===== src/rtl/stream_mux_rr_pkg.sv =====
// Shared types and constants for the stream_mux_rr N:1 stream multiplexer.
package mux_pkg;

  typedef enum logic {MODE_SEL = 1'b0, MODE_RR = 1'b1} mux_mode_t;
  typedef enum logic {EMPTY, FULL} mux_state_t;

  localparam int CNT_W = 16;

endpackage


===== src/rtl/stream_mux_rr_arbiter.sv =====
// Combinational round-robin arbiter: first requester at or after ptr, wrapping.
module rr_arbiter #(
  parameter  int NCH  = 4,
  localparam int SELW = $clog2(NCH)
) (
  input  logic [NCH-1:0]  req,
  input  logic [SELW-1:0] ptr,
  input  logic            en,
  output logic            gnt_vld,
  output logic [SELW-1:0] gnt_idx
);

  // Constant bit indices only; the offset loop walks the wrap-around order.
  always_comb begin
    gnt_vld = 1'b0;
    gnt_idx = '0;
    for (int off = 0; off < NCH; off++) begin
      for (int k = 0; k < NCH; k++) begin
        if (en && !gnt_vld && req[k] && (k == ((int'(ptr) + off) % NCH))) begin
          gnt_vld = 1'b1;
          gnt_idx = SELW'(k);
        end
      end
    end
  end

endmodule


===== src/rtl/stream_mux_rr.sv =====
// N:1 valid/ready stream mux with registered output, select or round-robin mode.
// Optional per-channel saturating grant counters under `MUX_GRANT_CNT_EN.
module stream_mux_rr
  import mux_pkg::*;
#(
  parameter  int NCH   = 4,
  parameter  int WIDTH = 8,
  localparam int SELW  = $clog2(NCH)
) (
  input  logic                 clk,
  input  logic                 rst_n,
  input  logic                 mode,
  input  logic [SELW-1:0]      sel,
  input  logic [NCH-1:0]       in_valid,
  input  logic [NCH*WIDTH-1:0] in_data,
  output logic [NCH-1:0]       in_ready,
  output logic                 out_valid,
  output logic [WIDTH-1:0]     out_data,
  output logic [SELW-1:0]      out_ch,
`ifdef MUX_GRANT_CNT_EN
  output logic [NCH*CNT_W-1:0] grant_cnt,
`endif
  input  logic                 out_ready
);

  mux_state_t       r_state;
  logic [WIDTH-1:0] r_data;
  logic [SELW-1:0]  r_ch;
  logic [SELW-1:0]  r_ptr;

  logic             w_ld;
  logic             w_rr;
  logic             w_sel_vld;
  logic             w_arb_vld;
  logic [SELW-1:0]  w_arb_idx;
  logic             w_gnt_vld;
  logic [SELW-1:0]  w_gnt_idx;
  logic [WIDTH-1:0] w_gnt_data;
  logic [SELW-1:0]  w_ptr_nxt;

  assign w_ld = (r_state == EMPTY) || out_ready;
  assign w_rr = (mux_mode_t'(mode) == MODE_RR);

  rr_arbiter #(.NCH(NCH)) u_arb (
    .req     (in_valid),
    .ptr     (r_ptr),
    .en      (w_ld),
    .gnt_vld (w_arb_vld),
    .gnt_idx (w_arb_idx)
  );

  // A sel at or beyond NCH matches no k, so it never grants.
  always_comb begin
    w_sel_vld = 1'b0;
    for (int k = 0; k < NCH; k++) begin
      if (sel == SELW'(k)) w_sel_vld = in_valid[k];
    end
  end

  always_comb begin
    w_gnt_vld = 1'b0;
    w_gnt_idx = '0;
    if (w_rr) begin
      w_gnt_vld = w_arb_vld;
      w_gnt_idx = w_arb_idx;
    end else if (w_ld && w_sel_vld) begin
      w_gnt_vld = 1'b1;
      w_gnt_idx = sel;
    end
  end

  always_comb begin
    in_ready   = '0;
    w_gnt_data = '0;
    for (int k = 0; k < NCH; k++) begin
      if (w_gnt_vld && (w_gnt_idx == SELW'(k))) begin
        in_ready[k] = 1'b1;
        w_gnt_data  = in_data[k*WIDTH +: WIDTH];
      end
    end
  end

  assign w_ptr_nxt = (w_gnt_idx == SELW'(NCH - 1)) ? '0 : w_gnt_idx + SELW'(1);

  always_ff @(posedge clk or negedge rst_n) begin
    if (!rst_n) begin
      r_state <= EMPTY;
      r_data  <= '0;
      r_ch    <= '0;
      r_ptr   <= '0;
    end else begin
      case (r_state)
        EMPTY: begin
          if (w_gnt_vld) begin
            r_state <= FULL;
            r_data  <= w_gnt_data;
            r_ch    <= w_gnt_idx;
          end
        end
        FULL: begin
          if (out_ready) begin
            if (w_gnt_vld) begin
              r_data <= w_gnt_data;
              r_ch   <= w_gnt_idx;
            end else begin
              r_state <= EMPTY;
            end
          end
        end
        default: r_state <= EMPTY;
      endcase
      if (w_gnt_vld && w_rr) r_ptr <= w_ptr_nxt;
    end
  end

  assign out_valid = (r_state == FULL);
  assign out_data  = r_data;
  assign out_ch    = r_ch;

`ifdef MUX_GRANT_CNT_EN
  logic [CNT_W-1:0] r_cnt [NCH];

  always_ff @(posedge clk or negedge rst_n) begin
    if (!rst_n) begin
      for (int k = 0; k < NCH; k++) r_cnt[k] <= '0;
    end else begin
      for (int k = 0; k < NCH; k++) begin
        if (w_gnt_vld && (w_gnt_idx == SELW'(k)) && (r_cnt[k] != {CNT_W{1'b1}}))
          r_cnt[k] <= r_cnt[k] + CNT_W'(1);
      end
    end
  end

  always_comb begin
    for (int k = 0; k < NCH; k++) grant_cnt[k*CNT_W +: CNT_W] = r_cnt[k];
  end
`endif

endmodule


===== config.mk =====
export PLATFORM = sky130hd
export DESIGN_NAME = stream_mux_rr
export DESIGN_NICKNAME = d
export VERILOG_FILES = /design/src/rtl/stream_mux_rr_pkg.sv /design/src/rtl/stream_mux_rr_arbiter.sv /design/src/rtl/stream_mux_rr.sv
export SDC_FILE = /design/constraint.sdc
export NUM_CORES = 1
export LEC_CHECK = 0
export BUFFER_PORTS_ARGS = -buffer_cell sky130_fd_sc_hd__buf_2
export CORE_ASPECT_RATIO = 1.1
export CORE_MARGIN = 10
export CORE_UTILIZATION = 40
export CTS_CLUSTER_DIAMETER = 80
export DETAILED_ROUTE_END_ITERATION = 8
export GPL_TIMING_DRIVEN = 0
export HOLD_SLACK_MARGIN = 0.1
export PLACE_DENSITY = 0.79
export SLEW_MARGIN = 40
export SYNTH_ARGS = -nofsm -noshare
export SYNTH_HDL_FRONTEND = slang
export SYNTH_SLANG_ARGS = --single-unit

===== constraint.sdc =====
create_clock -name clk -period 3.1 [get_ports clk]
set_clock_uncertainty 0.1 [all_clocks]
set_input_delay 0.62 -clock clk [delete_from_list [all_inputs] [get_ports clk]]
set_output_delay 0.62 -clock clk [all_outputs]
set_load 0.01 [all_outputs]

Yosys cells after proc, flatten, opt, wreduce, memory -nomap -nowiden
Index checks and enable logic that the tools add are counted.
Operators by class
  $add $sub $neg: 4
  equality and inequality tests: 19
  muxes and demuxes: 57
  bitwise operators: 4
  reductions and logical operators: 78
Operators with widths (count)
  $logic_not 32->1: 4
  $logic_and 1x1->1: 53
  $mux 8: 6
  $mux 2: 19
  $mux 1: 29
  $eq 3x3->1 const A: 6
  $pmux 8 s2: 1
  $logic_not 1->1: 15
  $eq 2x3->1 const A: 3
  $eq 2x2->1 const B: 4
  $reduce_or 2->1: 3
  $add 2x1->2 const B: 2
  $add 2x2->2 const B: 2
  $eq 2x1->1 const B: 2
  $eq 2x2->1 const A: 2
  $logic_not 2->1: 2
  $pmux 2 s2: 1
  $and 1x1->1 const A: 3
  $eq 1x2->1 const A: 1
  $ne 2x2->1 const B: 1
  $pmux 1 s2: 1
  $logic_or 1x1->1: 1
  $not 1->1: 1
Storage, ports and cells
  register bits: 13
  input port bits: 42
  output and inout bits: 15
  logic and storage cells: 166

Depth between registers and ports, before layout
  depth after elaboration: 90
  depth in mapped cells: 10
  mapped depth without buffers: 9

Cells and area by module
Synthesis repeated with hierarchy kept, for this count alone.
Unflattened totals
  cell total of the unflattened synthesis: 118
  area total of the unflattened synthesis: 1108.6 µm²
By module, submodules not included
  stream_mux_rr: instances 1, cells each 94, area an instance 927.1 µm², seq. area each 325.3 µm²
  rr_arbiter: instances 1, cells each 24, area an instance 181.4 µm², seq. area each 0.0 µm²

Worst setup path after synthesis
Ideal clock, no wire load.
  path type: input to output
  from: in out_ready
  to: out in_ready[2]
  arrival: 2.130 ns
  required time: 2.380 ns
  slack: 0.250 ns
  cell stages on the path: 7
  buffers on the path: 2
  path through: nand2b_1 o2111ai_1 o21ai_0 ha_1 buf_1 clkbuf_1 and3_1
On the way
  cells in the longest elaborated chain, start to end: 83
  elaborated cells on any way between the ends: 102
  those cells by class: eq/ne: 1; mux: 36; reduce/logical: 65
Ends and longest elaborated chain
  start: declaration: line stream_mux_rr.sv:23  | input logic out_ready
  $logic_or 1x1->1 (*): line stream_mux_rr.sv:41  | assign w_ld = (r_state == EMPTY) || out_ready;
  $logic_and 1x1->1 (2 in a row): line stream_mux_rr_arbiter.sv:19  | if (en && !gnt_vld && req[k] && (k == ((int'(ptr) + off) % NCH))) begin
  $mux 1: line stream_mux_rr_arbiter.sv:19
  $logic_not 1->1: line stream_mux_rr_arbiter.sv:19
  $logic_and 1x1->1 (3 in a row): line stream_mux_rr_arbiter.sv:19
  $mux 1: line stream_mux_rr_arbiter.sv:19
  $logic_not 1->1: line stream_mux_rr_arbiter.sv:19
  $logic_and 1x1->1 (3 in a row): line stream_mux_rr_arbiter.sv:19
  (+61 left out)
  $logic_not 1->1: line stream_mux_rr_arbiter.sv:19
  $logic_and 1x1->1 (3 in a row): line stream_mux_rr_arbiter.sv:19
  $mux 2: line stream_mux_rr_arbiter.sv:19
  $mux 2 (*): line stream_mux_rr.sv:63  | if (w_rr) begin
  net w_gnt_idx[1]: line stream_mux_rr.sv:37  | logic [SELW-1:0] w_gnt_idx;
  $eq 2x2->1 (*): line stream_mux_rr.sv:76  | if (w_gnt_vld && (w_gnt_idx == SELW'(k))) begin
  $logic_and 1x1->1 (*): line stream_mux_rr.sv:76
  $mux 1 (*): line stream_mux_rr.sv:76
  end: declaration: line stream_mux_rr.sv:16  | output logic [NCH-1:0] in_ready,
Mark *: on every way through the listed nets, which the timed path passes. The rest lies on a longest branch.

Final worst setup path
  from: in out_ready
  to: out in_ready[3]
Same word-level chain as after synthesis.

==> flow_summary.yaml <==
outcome:
  status: "finished clean"
layout:
  post-route-util_pct: 57.1
  syn_to_final_growth_pct: 33.0
  fill_cells: 227
  layout-drive-gt1-share_pct: 43.3
  nNetsFinal: 227
  antenna_cells: 0
  fin_area_um2: 1450
clock_network:
  worstSkewPairLatency_ns: 0.28
  cts_root_buffer: "clkbuf_4"
  cts_made_buffers: 3
  htreeDepth: 1
  post_cts_buffers: 0
  cts_tree: "done"
  clockBufferDepth: 2
  clk_pin_slew_ns: 0.07
  clock_sinks: 13
critical_path:
  critical_path_arrival_ns: 2.26
  reg2regPathDepth: 10
  cp-endpoint: "in_ready[3]"
  worstPathMaxFanout: 10
  cpPeakStageDelay_ns: 0.26
  worstSetupEndpointType: "primary output"
  worstPathRequired_ns: 2.38
  crit_type: "in -> out"
  crit_top_cell: "buf_2"
  worst_setup_path_start_kind: "primary input"
  crit_path_top_delay_cell: "a22oi_2"
  r2r_setup_slack_ns: 0.62
  cp_cell_sequence: "buf_2, nand2b_1, o211a_1, a22oi_2, inv_1, ha_2, clkbuf_2, and3_1, buf_2"
  startpoint: "out_ready"
  rr_endpoint: "out_data[5]$_DFFE_PN0P_"
  r2r_start: "r_ptr[1]$_DFFE_PN0P_"
sta:
  min_period_ns: 2.98
  max_freq_ghz: 0.335
  setup_tns_ns: 0
  tightest_slew_ns: 0.459
  hold_viol_final: 0
  setup_viol: 0
  setup_slack_ns: 0.118
  period_share_pct: 96.2
  drv_slew: 0
  grt_setup_unrepaired: "true"
  slew_headroom_pct: 69.3
power:
  power_mw: 0.721
  powerDensity_nw_per_um2: 497
  p_leak_nw: 0.707
  ir_worst_vdd_uv: 407
worst_hold_path:
  hp-class: "in -> async"
synthesis:
  ys_ff_latch: 13
  netlist_instances: 121
  ys_seq_area_share_pct: 29.8
  syn-mean-instance-area_um2: 9.02
  synth_cell_type_count: 34
  syn-num-nets: 167
  ys_warn_count: 0
  netlist_area_um2: 1090
global_route:
  grt_pass1_wl_mm: 5.61
  track_usage_pct: 12.7
  antenna_found_initial: 0
  overflow: 0
  grt_max_degree: 14
  grt_pass1_vias: 1208
detailed_routing:
  via_count: 1166
  ant_nets: 0
  drcViolationCount: 0
  first_pass_iters: 4
  drtIter0Drc: 91
  wl_mm: 3.46
  viasPerCell: 5.53
  avgRoutedWirePerCell_um: 16.4
placed_design:
  place_area_um2: 1410
  gp_congestion: 0.862
  port_buffers: 56
  dp_slack_ns: -0.372
  dpl.hpwl_mm: 2.87
die:
  core_area_um2: 2540
  rows: 19
  initial_core_util_pct: 42.9
  die_y_um: 74.8
  dieArea_um2: 5220
  die_x_um: 69.8
  boundaryPins: 57
flow_run:
  cap_violations: 0
cells by family after synthesis:
family | count (synthesis) | synth area share [%]
buffers and inverters | 11 | 5.05
AND/OR/NAND/NOR | 43 | 25.0
multiplexers | 7 | 7.11
flip-flops | 13 | 29.8
adder cells (fa/ha/maj) | 4 | 4.59
AO/OA/AOI/OAI | 43 | 28.4
synth_stat cells (all sizes together):
cell type / n / area (µm²)
a21o: 1 / 7.51
a21bo: 1 / 10.0
nand2b: 12 / 75.1
o211a: 1 / 10.0
nor4: 1 / 12.5
nor2: 1 / 3.75
o2111ai: 1 / 8.76
buf: 6 / 36.3
a21oi: 11 / 58.8
ha: 4 / 50.1
nor3: 1 / 5.00
a41oi: 8 / 70.1
a22oi: 2 / 15.0
o21ai: 9 / 45.0
nor2b: 1 / 6.26
nand3b: 10 / 75.1
or2: 1 / 6.26
mux2: 3 / 37.5
mux2i: 4 / 40.0
and3: 4 / 25.0
a2bb2oi: 1 / 15.0
dfrtp: 13 / 325
nand3: 8 / 40.0
inv: 3 / 11.3
o2bb2ai: 8 / 70.1
nand2: 3 / 11.3
nor3b: 1 / 12.5
clkbuf: 2 / 7.51
metrics by stage:
| stage | cells | hold WS, ns |
|---|---|---|
| global route | 211 | 0.124 |
| detailed placement | 208 | 0.373 |
| global placement | 208 | 0.360 |
| finish | 211 | 0.113 |
| floorplan | 121 | 0.224 |
| CTS | 211 | 0.115 |
flip-flops by register name (all words and copies together), names as in the netlist:
register	flops
r_ptr	2
out_data	8
out_valid	1
out_ch	2
layout by cell type (no fill, tap or decap), types with 2 or more instances in the layout:
master,instances
o21ai_0,8
nand2b_1,12
nand3_1,8
buf_2,58
clkbuf_2,2
clkbuf_4,3
ha_1,2
nand2_1,3
a41oi_1,8
mux2i_1,4
o2bb2ai_1,8
ha_2,2
dfrtp_1,13
and3_1,4
nand3b_1,10
inv_1,3
a21oi_1,10
report_power, final:
part	switching, mW	total, mW	internal (mW)
combinational	0.189	0.358	0.169
clock	0.0539	0.104	0.0500
sequential	0.0371	0.260	0.223
cell type report:
class	count	area, µm²	area share, %
multi-input cells	97	727	50.1
flip-flops and latches	13	325	22.4
repair buffers	56	280	19.3
plain buffers	7	42.5	2.93
well taps	31	38.8	2.67
clock buffers	4	26.3	1.81
inverters	3	11.3	0.776
repair_timing:
item,4_1_cts,5_1_grt
pin swaps,0,0
hold buffers,0,0
setup endpoints to repair,3,3
resized for setup,7,1
cloned,0,0
critical path: cells and delay by family:
kind | cells | cell delay (ns)
AO/OA/AOI/OAI | 2 | 0.41
AND/OR/NAND/NOR | 2 | 0.39
buffers and inverters | 4 | 0.57
adder cells (fa/ha/maj) | 1 | 0.26
worst min path at each step:
stage | end | from
final | out_data[3]$_DFFE_PN0P_ | rst_n
after floorplan | out_ch[0]$_DFFE_PN0P_ | rst_n
after global routing | out_data[7]$_DFFE_PN0P_ | rst_n
after CTS | out_data[4]$_DFFE_PN0P_ | rst_n
after global placement | out_ch[1]$_DFFE_PN0P_ | out_ch[1]$_DFFE_PN0P_
after detailed placement | out_data[3]$_DFFE_PN0P_ | out_data[3]$_DFFE_PN0P_
metal layers:
metal  track usage [%]  part of all wire (%)  up-vias
met1              15.8                    45      543
met5                 0                     0        -
met3              2.76                   4.9        7
met4              5.26                   1.8        0
met2              20.9                    49       35
li1                  -                     -      581
Power figures use the tool's default switching activity.
